<file path="config.mk">
export PLATFORM = sky130hd
export DESIGN_NAME = ps2_key_event_fifo
export DESIGN_NICKNAME = d
export VERILOG_FILES = /design/src/rtl/ps2_key_event_fifo.sv
export SDC_FILE = /design/constraint.sdc
export NUM_CORES = 1
export LEC_CHECK = 0
export ABC_AREA = 0
export BUFFER_PORTS_ARGS = -buffer_cell sky130_fd_sc_hd__buf_2
export CORE_AREA = 2 2 90 92
export CTS_BUF_LIST = sky130_fd_sc_hd__clkbuf_4
export CTS_CLUSTER_DIAMETER = 100
export CTS_CLUSTER_SIZE = 24
export DETAILED_ROUTE_END_ITERATION = 8
export DIE_AREA = 0 0 92 94
export PLACE_DENSITY_LB_ADDON = 0.1
export SKIP_CTS_REPAIR_TIMING = 1
export SYNTH_ARGS = -nofsm -noshare
export SYNTH_HDL_FRONTEND = slang
export SYNTH_HIERARCHICAL = 1
export SYNTH_SLANG_ARGS = --single-unit
</file>
<file path="constraint.sdc">
create_clock -name clk -period 4.1 [get_ports clk]
set_clock_uncertainty 0.2 [all_clocks]
set_input_delay 0.41 -clock clk [delete_from_list [all_inputs] [get_ports clk]]
set_output_delay 0.41 -clock clk [all_outputs]
set_load 0.05 [all_outputs]
</file>
<file path="src/rtl/ps2_key_event_fifo.sv">
// ps2_key_event_fifo: PS/2 scan-code decoder feeding a key-event FIFO; optional typematic repeat filter under KEY_REPEAT_FILTER_EN
module ps2_rx (
  input  logic       clk,
  input  logic       reset,
  input  logic       ps2d,
  input  logic       ps2c,
  input  logic       rx_en,
  output logic       rx_done_tick,
  output logic [7:0] dout
);
  typedef enum logic [1:0] {S_IDLE, S_DPS, S_LOAD} rx_state_t;
  rx_state_t   state_q, state_d;
  logic [7:0]  filt_q, filt_d;
  logic        fclk_q, fclk_d;
  logic [3:0]  n_q, n_d;
  logic [9:0]  b_q, b_d;
  logic        fall;
  // debounce the PS/2 clock and shift in 11 bits on its falling edges
  always_comb begin
    filt_d = {ps2c, filt_q[7:1]};
    fclk_d = (&filt_q) ? 1'b1 : (~|filt_q) ? 1'b0 : fclk_q;
    fall = fclk_q & ~fclk_d;
    state_d = state_q;
    n_d = n_q;
    b_d = b_q;
    case (state_q)
      S_IDLE: if (fall && rx_en) begin
        b_d = {ps2d, b_q[9:1]};
        n_d = 4'd9;
        state_d = S_DPS;
      end
      S_DPS: if (fall) begin
        b_d = {ps2d, b_q[9:1]};
        n_d = n_q - 4'd1;
        state_d = (n_q == 4'd0) ? S_LOAD : S_DPS;
      end
      default: state_d = S_IDLE;
    endcase
  end
  // receiver state registers
  always_ff @(posedge clk or posedge reset) begin
    if (reset) begin
      state_q <= S_IDLE;
      filt_q <= 8'hff;
      fclk_q <= 1'b1;
      n_q <= '0;
      b_q <= '0;
    end else begin
      state_q <= state_d;
      filt_q <= filt_d;
      fclk_q <= fclk_d;
      n_q <= n_d;
      b_q <= b_d;
    end
  end
  // a frame is only reported with a good stop bit and odd parity
  assign rx_done_tick = (state_q == S_LOAD) & b_q[9] & (^b_q[8:0]);
  assign dout = b_q[7:0];
endmodule

module ps2_key_event_fifo #(
  parameter int FIFO_W      = 2,
  parameter bit REPORT_MAKE = 1'b1,
  parameter int TIMEOUT_CYC = 2000000
) (
  input  logic            clk,
  input  logic            reset,
  input  logic            ps2d,
  input  logic            ps2c,
  input  logic            rd_ack,
  input  logic            clr_ovf,
  output logic [7:0]      key_code,
  output logic            key_ext,
  output logic            key_brk,
  output logic            key_valid,
  output logic [FIFO_W:0] fifo_count,
  output logic            overflow
);
  localparam int DEPTH = 2**FIFO_W;
  localparam int TW = $clog2(TIMEOUT_CYC + 1);
  typedef enum logic [1:0] {IDLE, EXT, BRK} state_t;
  state_t          state_q, state_d;
  logic            ext_q, ext_d;
  logic [TW-1:0]   tmo_q, tmo_d;
  logic            rx_done_tick;
  logic [7:0]      dout;
  logic            is_err, ev, ev_ext, ev_brk, drop, push, pop, full, wr_en;
  logic [FIFO_W:0] wr_q, wr_d, rd_q, rd_d;
  logic            ovf_q, ovf_d;
  logic [9:0]      mem_q [DEPTH];

  ps2_rx u_rx (
    .clk(clk), .reset(reset), .ps2d(ps2d), .ps2c(ps2c), .rx_en(1'b1),
    .rx_done_tick(rx_done_tick), .dout(dout)
  );

  assign is_err = (dout == 8'h00) || (dout == 8'hff);
  // prefix decoder: collapses E0/F0 sequences into one event, aborting stale prefixes
  always_comb begin
    state_d = state_q;
    ext_d = ext_q;
    tmo_d = '0;
    ev = 1'b0;
    ev_ext = 1'b0;
    ev_brk = 1'b0;
    if (rx_done_tick) begin
      case (state_q)
        IDLE: begin
          if (dout == 8'he0) state_d = EXT;
          else if (dout == 8'hf0) begin
            state_d = BRK;
            ext_d = 1'b0;
          end else ev = ~is_err;
        end
        EXT: begin
          if (dout == 8'hf0) begin
            state_d = BRK;
            ext_d = 1'b1;
          end else if (dout != 8'he0) begin
            state_d = IDLE;
            ev = ~is_err;
            ev_ext = 1'b1;
          end
        end
        BRK: begin
          if (dout != 8'hf0 && dout != 8'he0) begin
            state_d = IDLE;
            ext_d = 1'b0;
            ev = ~is_err;
            ev_ext = ext_q;
            ev_brk = 1'b1;
          end
        end
        default: state_d = IDLE;
      endcase
    end else if (state_q != IDLE) begin
      if (tmo_q == TW'(TIMEOUT_CYC - 1)) begin
        state_d = IDLE;
        ext_d = 1'b0;
      end else tmo_d = tmo_q + 1'b1;
    end
  end
  // decoder state registers
  always_ff @(posedge clk or posedge reset) begin
    if (reset) begin
      state_q <= IDLE;
      ext_q <= 1'b0;
      tmo_q <= '0;
    end else begin
      state_q <= state_d;
      ext_q <= ext_d;
      tmo_q <= tmo_d;
    end
  end

`ifdef KEY_REPEAT_FILTER_EN
  logic [9:0] held_q, held_d;
  assign drop = ev & ~ev_brk & held_q[9] & (held_q[8:0] == {ev_ext, dout});
  // remember the last key pressed; its release disarms the repeat filter
  always_comb held_d = !ev ? held_q :
                       !ev_brk ? (REPORT_MAKE ? {1'b1, ev_ext, dout} : held_q) :
                       (held_q[8:0] == {ev_ext, dout}) ? {1'b0, held_q[8:0]} : held_q;
  // held-key register
  always_ff @(posedge clk or posedge reset) begin
    if (reset) held_q <= '0;
    else held_q <= held_d;
  end
`else
  assign drop = 1'b0;
`endif

  assign push = ev & ~drop & (ev_brk | REPORT_MAKE);
  assign fifo_count = wr_q - rd_q;
  assign key_valid = fifo_count != '0;
  assign full = fifo_count == (FIFO_W+1)'(DEPTH);
  assign pop = rd_ack & key_valid;
  assign wr_en = push & (~full | pop);
  // pointer and sticky-overflow next state; a drop beats a same-cycle clear
  always_comb begin
    wr_d = wr_q + (FIFO_W+1)'(wr_en);
    rd_d = rd_q + (FIFO_W+1)'(pop);
    ovf_d = (push & full & ~pop) | (ovf_q & ~clr_ovf);
  end
  // FIFO pointers and overflow flag
  always_ff @(posedge clk or posedge reset) begin
    if (reset) begin
      wr_q <= '0;
      rd_q <= '0;
      ovf_q <= 1'b0;
    end else begin
      wr_q <= wr_d;
      rd_q <= rd_d;
      ovf_q <= ovf_d;
    end
  end
  // event storage; stale contents are masked at the outputs while empty
  always_ff @(posedge clk) begin
    if (wr_en) mem_q[wr_q[FIFO_W-1:0]] <= {ev_ext, ev_brk, dout};
  end
  assign {key_ext, key_brk, key_code} = key_valid ? mem_q[rd_q[FIFO_W-1:0]] : 10'd0;
  assign overflow = ovf_q;
endmodule

</file>
# Word-level counts from Yosys, hierarchy flattened
# Memories as Yosys holds them, arrays and structs flattened.
# Cells that the tools add are included.
[op_classes] n_addsub=5 eq_ne=20 n_mux=47 bitwise_logic=15 n_reduce_logical=20
[ops] operator="$mux 21" count=3
[ops] operator="$eq 8x8->1 const B" count=3
[ops] operator="$mux 1" count=24
[ops] operator="$mux 2" count=11
[ops] operator="$add 21x1->21 const B" count=1
[ops] operator="$eq 21x21->1 const B" count=1
[ops] operator="$ne 8x8->1 const B" count=2
[ops] operator="$ne 3x3->1 const B" count=4
[ops] operator="$mux 10" count=1
[ops] operator="$reduce_xor 9->1" count=1
[ops] operator="$and 1x1->1" count=8
[ops] operator="$logic_not 8->1" count=1
[ops] operator="$mux 4" count=2
[ops] operator="$ne 4x4->1 const B" count=2
[ops] operator="$pmux 4 s2" count=1
[ops] operator="$reduce_and 8->1" count=1
[ops] operator="$reduce_bool 2->1" count=4
[ops] operator="$reduce_or 8->1" count=1
[ops] operator="$reduce_and 7->1" count=1
[ops] operator="$add 3x1->3" count=2
[ops] operator="$pmux 1 s3" count=2
[ops] operator="$pmux 2 s3" count=1
[ops] operator="$not 1->1" count=5
[ops] operator="$reduce_and 5->1" count=1
[ops] operator="18 further kinds" count=24
[word_totals] register_bits=56 ramBits=40 inputBits=6 out_inout_bits=15 memories=1
[memory_table] name="mem_q" depth=4 word_bits=10 rd=1 rd_ports_with_merged_regs=0 write_ports=1 line_no="90" text="logic [9:0] mem_q [DEPTH];"

# Logic depth before layout (Yosys ltp)
[depth] depth_word=10 mapped_depth=11 depth_no_buf=10

# Hierarchy
# The synthesis kept the hierarchy.
[modules_own_cells] module="ps2_key_event_fifo" instances=1 cells_each=258 area_each_um2=3359.5 seq_area_each_um2=1976.9
[modules_own_cells] module="ps2_rx" instances=1 cells_each=85 area_each_um2=1129.8 seq_area_each_um2=636.9

# Worst setup path after synthesis
# Ideal clock, no wire load.
[synth_path] path_type="reg-to-reg" start="reg u_rx.b_q[3]" end="mem mem_q[1][0], enable pin" setup_ns=0.404 t_arrival_ns=2.932 required_time_ns=3.496 slack_ns=0.565 stages_incl_launch_ff=9 period_less_slack_ns=3.535 path_cell_list="dfrtp_1 -> xor2_1 -> xnor3_1 -> xnor2_1 -> nor3_1 -> clkbuf_1 -> nor3b_1 -> o21ai_0 -> nor4_1"
[synth_rtl] item="from (decl)" line_no="16" text="logic [9:0] b_q, b_d;"
[synth_rtl] item="from (signal assigned)" line_no="47" text="b_q <= '0;"
[synth_rtl] item="from (signal assigned)" line_no="53" text="b_q <= b_d;"
[synth_rtl] item="$reduce_xor 9->1" line_no="57" text="assign rx_done_tick = (state_q == S_LOAD) & b_q[9] & (^b_q[8:0]);"
[synth_rtl] item="$and 1x1->1" line_no="57"
[synth_rtl] item="via rx_done_tick" line_no="85" text="logic rx_done_tick;"
[synth_rtl] item="$mux 1" line_no="106" text="if (rx_done_tick) begin"
[synth_rtl] item="$and 1x1->1" line_no="177" text="assign wr_en = push & (~full | pop);"
[synth_rtl] item="$mux 1" line_no="198" text="if (wr_en) mem_q[wr_q[FIFO_W-1:0]] <= {ev_ext, ev_brk, dout};"
[synth_rtl] item="$mux 1 (not written as such)" line_no="198"
[synth_rtl] item="to (decl)" line_no="90"
# The timed path passes the listed nets, and every way through them passes these cells.

# Worst setup path in the final report
[layout_path] start="reg rd_q[0]" end="out key_code[0]"
[layout_via] elab_chain_cells=3
[layout_rtl] item="from (decl)" line_no="88" text="logic [FIFO_W:0] wr_q, wr_d, rd_q, rd_d;"
[layout_rtl] item="from (signal assigned)" line_no="192" text="rd_q <= rd_d;"
[layout_rtl] item="$sub 3x3->3" line_no="173" text="assign fifo_count = wr_q - rd_q;"
[layout_rtl] item="$reduce_bool 3->1" line_no="174" text="assign key_valid = fifo_count != '0;"
[layout_rtl] item="$mux 10 *" line_no="200" text="assign {key_ext, key_brk, key_code} = key_valid ? mem_q[rd_q[FIFO_W-1:0]] : 10'd0;"
[layout_rtl] item="to (decl)" line_no="72" text="output logic [7:0] key_code,"
# Every way passes the cells marked *; elsewhere a longest branch is shown, timed or not.

==> results_dict.tcl <==
set metrics [dict create \
    place_ws_ps 748 \
    setup_ws_ps 450 \
    reg2reg_depth 9 \
    cts-htree-levels 3 \
    grt_max_degree 26 \
    setup_tns_ps 0 \
    vias 2660 \
    ys_async_sr_fraction_pct 58.3 \
    die-area_mm2 0.00865 \
    drt_iter0_drc 173 \
    vias_per_cell 5.60 \
    nets 386 \
    period_share_pct 89.0 \
    final-hold-violation-count 0 \
    ios 21 \
    area_delta_synth_final_pct 8.00 \
    tightest_slew_ps 958 \
    cts_root_buffer "clkbuf_4" \
    grt_overflow_total 0 \
    drt-pass1-iter-count 4 \
    rows 32 \
    portBuffers 20 \
    cap_viol_max_count 0 \
    fin_total_pwr_mw 2.32 \
    synth_top_area_share_pct 26.8 \
    clock_sinks 96 \
    relSlewSlack_pct 35.5 \
    num-fill-cells 598 \
    critPathArrivalTime_ps 3040 \
    die_w_um 92 \
    layout-drive-gt1-share_pct 23.1 \
    hpwl_mm 4.93 \
    initial_core_util_pct 59.0 \
    yosysUniqueCellTypes 56 \
    post-route-drc-count 0 \
    placed_area_mm2 0.00467 \
    synth_ff_type "dfrtp_1" \
    yosys_warnings 6 \
    routed_wl_mm 7.24 \
    grt_pass1_vias 2603 \
    cp.required_ps 3490 \
    peakVddDrop_mv 0.173 \
    worst_setup_path_start_kind "flop" \
    wl_per_cell_um 15.2 \
    ctsLongestPathBuffers 2 \
    coreArea_mm2 0.00761 \
    yosys-top-cells-area "edfxtp_1, dfrtp_1, dfstp_2, mux4_2, ha_1" \
    path_max_fanout 12 \
    ant_nets 0 \
    track_usage_pct 18.7 \
    avgSynthCellArea_um2 13.1 \
    syn_area_mm2 0.00449 \
    ys_seq_area_share_pct 58.2 \
    synthCells 343 \
    synth_top_cell_by_area "edfxtp_1" \
    endpoint "key_code[0]" \
    fin_area_mm2 0.00485 \
    cts_buffers 9 \
    setup_viol 0 \
    ys_ff_latch 96 \
    grt_pass1_wl_mm 12.5 \
    reg2reg_to "wr_q[2]" \
    max_freq_ghz 0.274 \
    synth_common_cells "dfrtp_1, edfxtp_1, inv_1, nor2_1, xor2_1" \
    cts_tree "done" \
    status "finished clean" \
    clk_latency_ps 450 \
    layout_min_cycle_time_ps 3650 \
    powerDensity_mw_per_mm2 478 \
    antenna_cells 0 \
    place.gp.congestion 0.728 \
    path_class "reg2out" \
    fp.dieH_um 94 \
    endpoint_kind "output port" \
    synth.most_common_cell "dfrtp_1" \
    critPathLaunch "rd_q[0]" \
    r2r_start "rd_q[0]" \
    slew_violations 0 \
    reg2reg_setup_slack_ps 770 \
    hold_class "in2reg" \
    antenna_found_initial 0 \
    rsz0062_at_grt "no" \
    synth-edff-count 40 \
    path_clk_slew_ps 160 \
    p_leak_nw 1.98 \
]
## logic make-up after synthesis
group	Yosys count	synth area share, %
adder cells (fa/ha/maj)	12	3.51
XOR/XNOR	23	4.79
buffers and inverters	39	4.65
AO/OA/AOI/OAI	42	5.99
AND/OR/NAND/NOR	110	14.8
flip-flops	96	58.2
other	1	0.0835
multiplexers	20	7.94
## layer usage
metal	global-route usage (%)	share of wire (%)	vias to the layer above
met2	30.9	50	35
met1	25.2	46	1311
li1	-	-	1307
met4	7.46	1.3	0
met5	0	0	-
met3	2.65	2.4	7
## how the worst min path moves through the flow
| stage | start | end | slack, ps | cells after the start |
|---|---|---|---|---|
| after global routing | rd_ack | overflow | 90 | 3 |
| final | rd_ack | overflow | 80 | 3 |
| after detailed placement | u_rx/filt_q[2] | u_rx/filt_q[1] | 160 | 0 |
| after global placement | u_rx/filt_q[2] | u_rx/filt_q[1] | 160 | 0 |
| after CTS | ps2c | u_rx/filt_q[7] | -190 | 1 |
| after floorplan | u_rx/filt_q[2] | u_rx/filt_q[1] | 160 | 0 |
## where the power goes
group,internal [mW],total (mW),switching [mW]
sequential,1.02,1.09,0.0698
clock,0.145,0.490,0.345
combinational,0.226,0.734,0.508
total,1.39,2.32,0.923
## cell type report
type	count	area, µm²	area share, %
sequential	96	2610	53.9
multi-input combinational	209	1700	35.0
timing repair buffer	31	193	3.97
tap	102	128	2.63
inverter	21	78.8	1.63
clock inverter	7	72.6	1.50
clock buffer	9	67.6	1.39
## registers in the layout, summed over array words and instances, names as in the netlist
name and count:
state_q 2, u_rx/fclk_q 1, wr_q 3, overflow 1, ext_q 1, tmo_q 21, mem_q 40, rd_q 3
u_rx/state_q 2, u_rx/n_q 4, u_rx/filt_q 8, u_rx/b_q 10
## critical path, cell delays in order (launching register included)
cell and delay (ps):
dfrtp_1 670, ha_1 330, fa_1 370, xor2_1 160
xnor2_1 250, and3_1 480, nor2b_1 100, buf_2 230
## cell usage in the layout (no fill, tap or decap), drive strengths merged, types with 11 or more instances in the layout
cell type   n
dfrtp      47
edfxtp     40
buf        27
inv        26
nor2       19
xor2       15
o21ai      13
nor2b      12
nand3      12
ha         11
nand4      11
## stage by stage
stage	hold WS, ps	std cells	utilization, %
after floorplan	158	344	-
after global placement	160	455	61.4
after detailed placement	163	455	61.4
after CTS	-191	471	63.2
after global routing	89.4	475	63.7
final	81.6	475	63.7
Power figures use the tool's default switching activity.
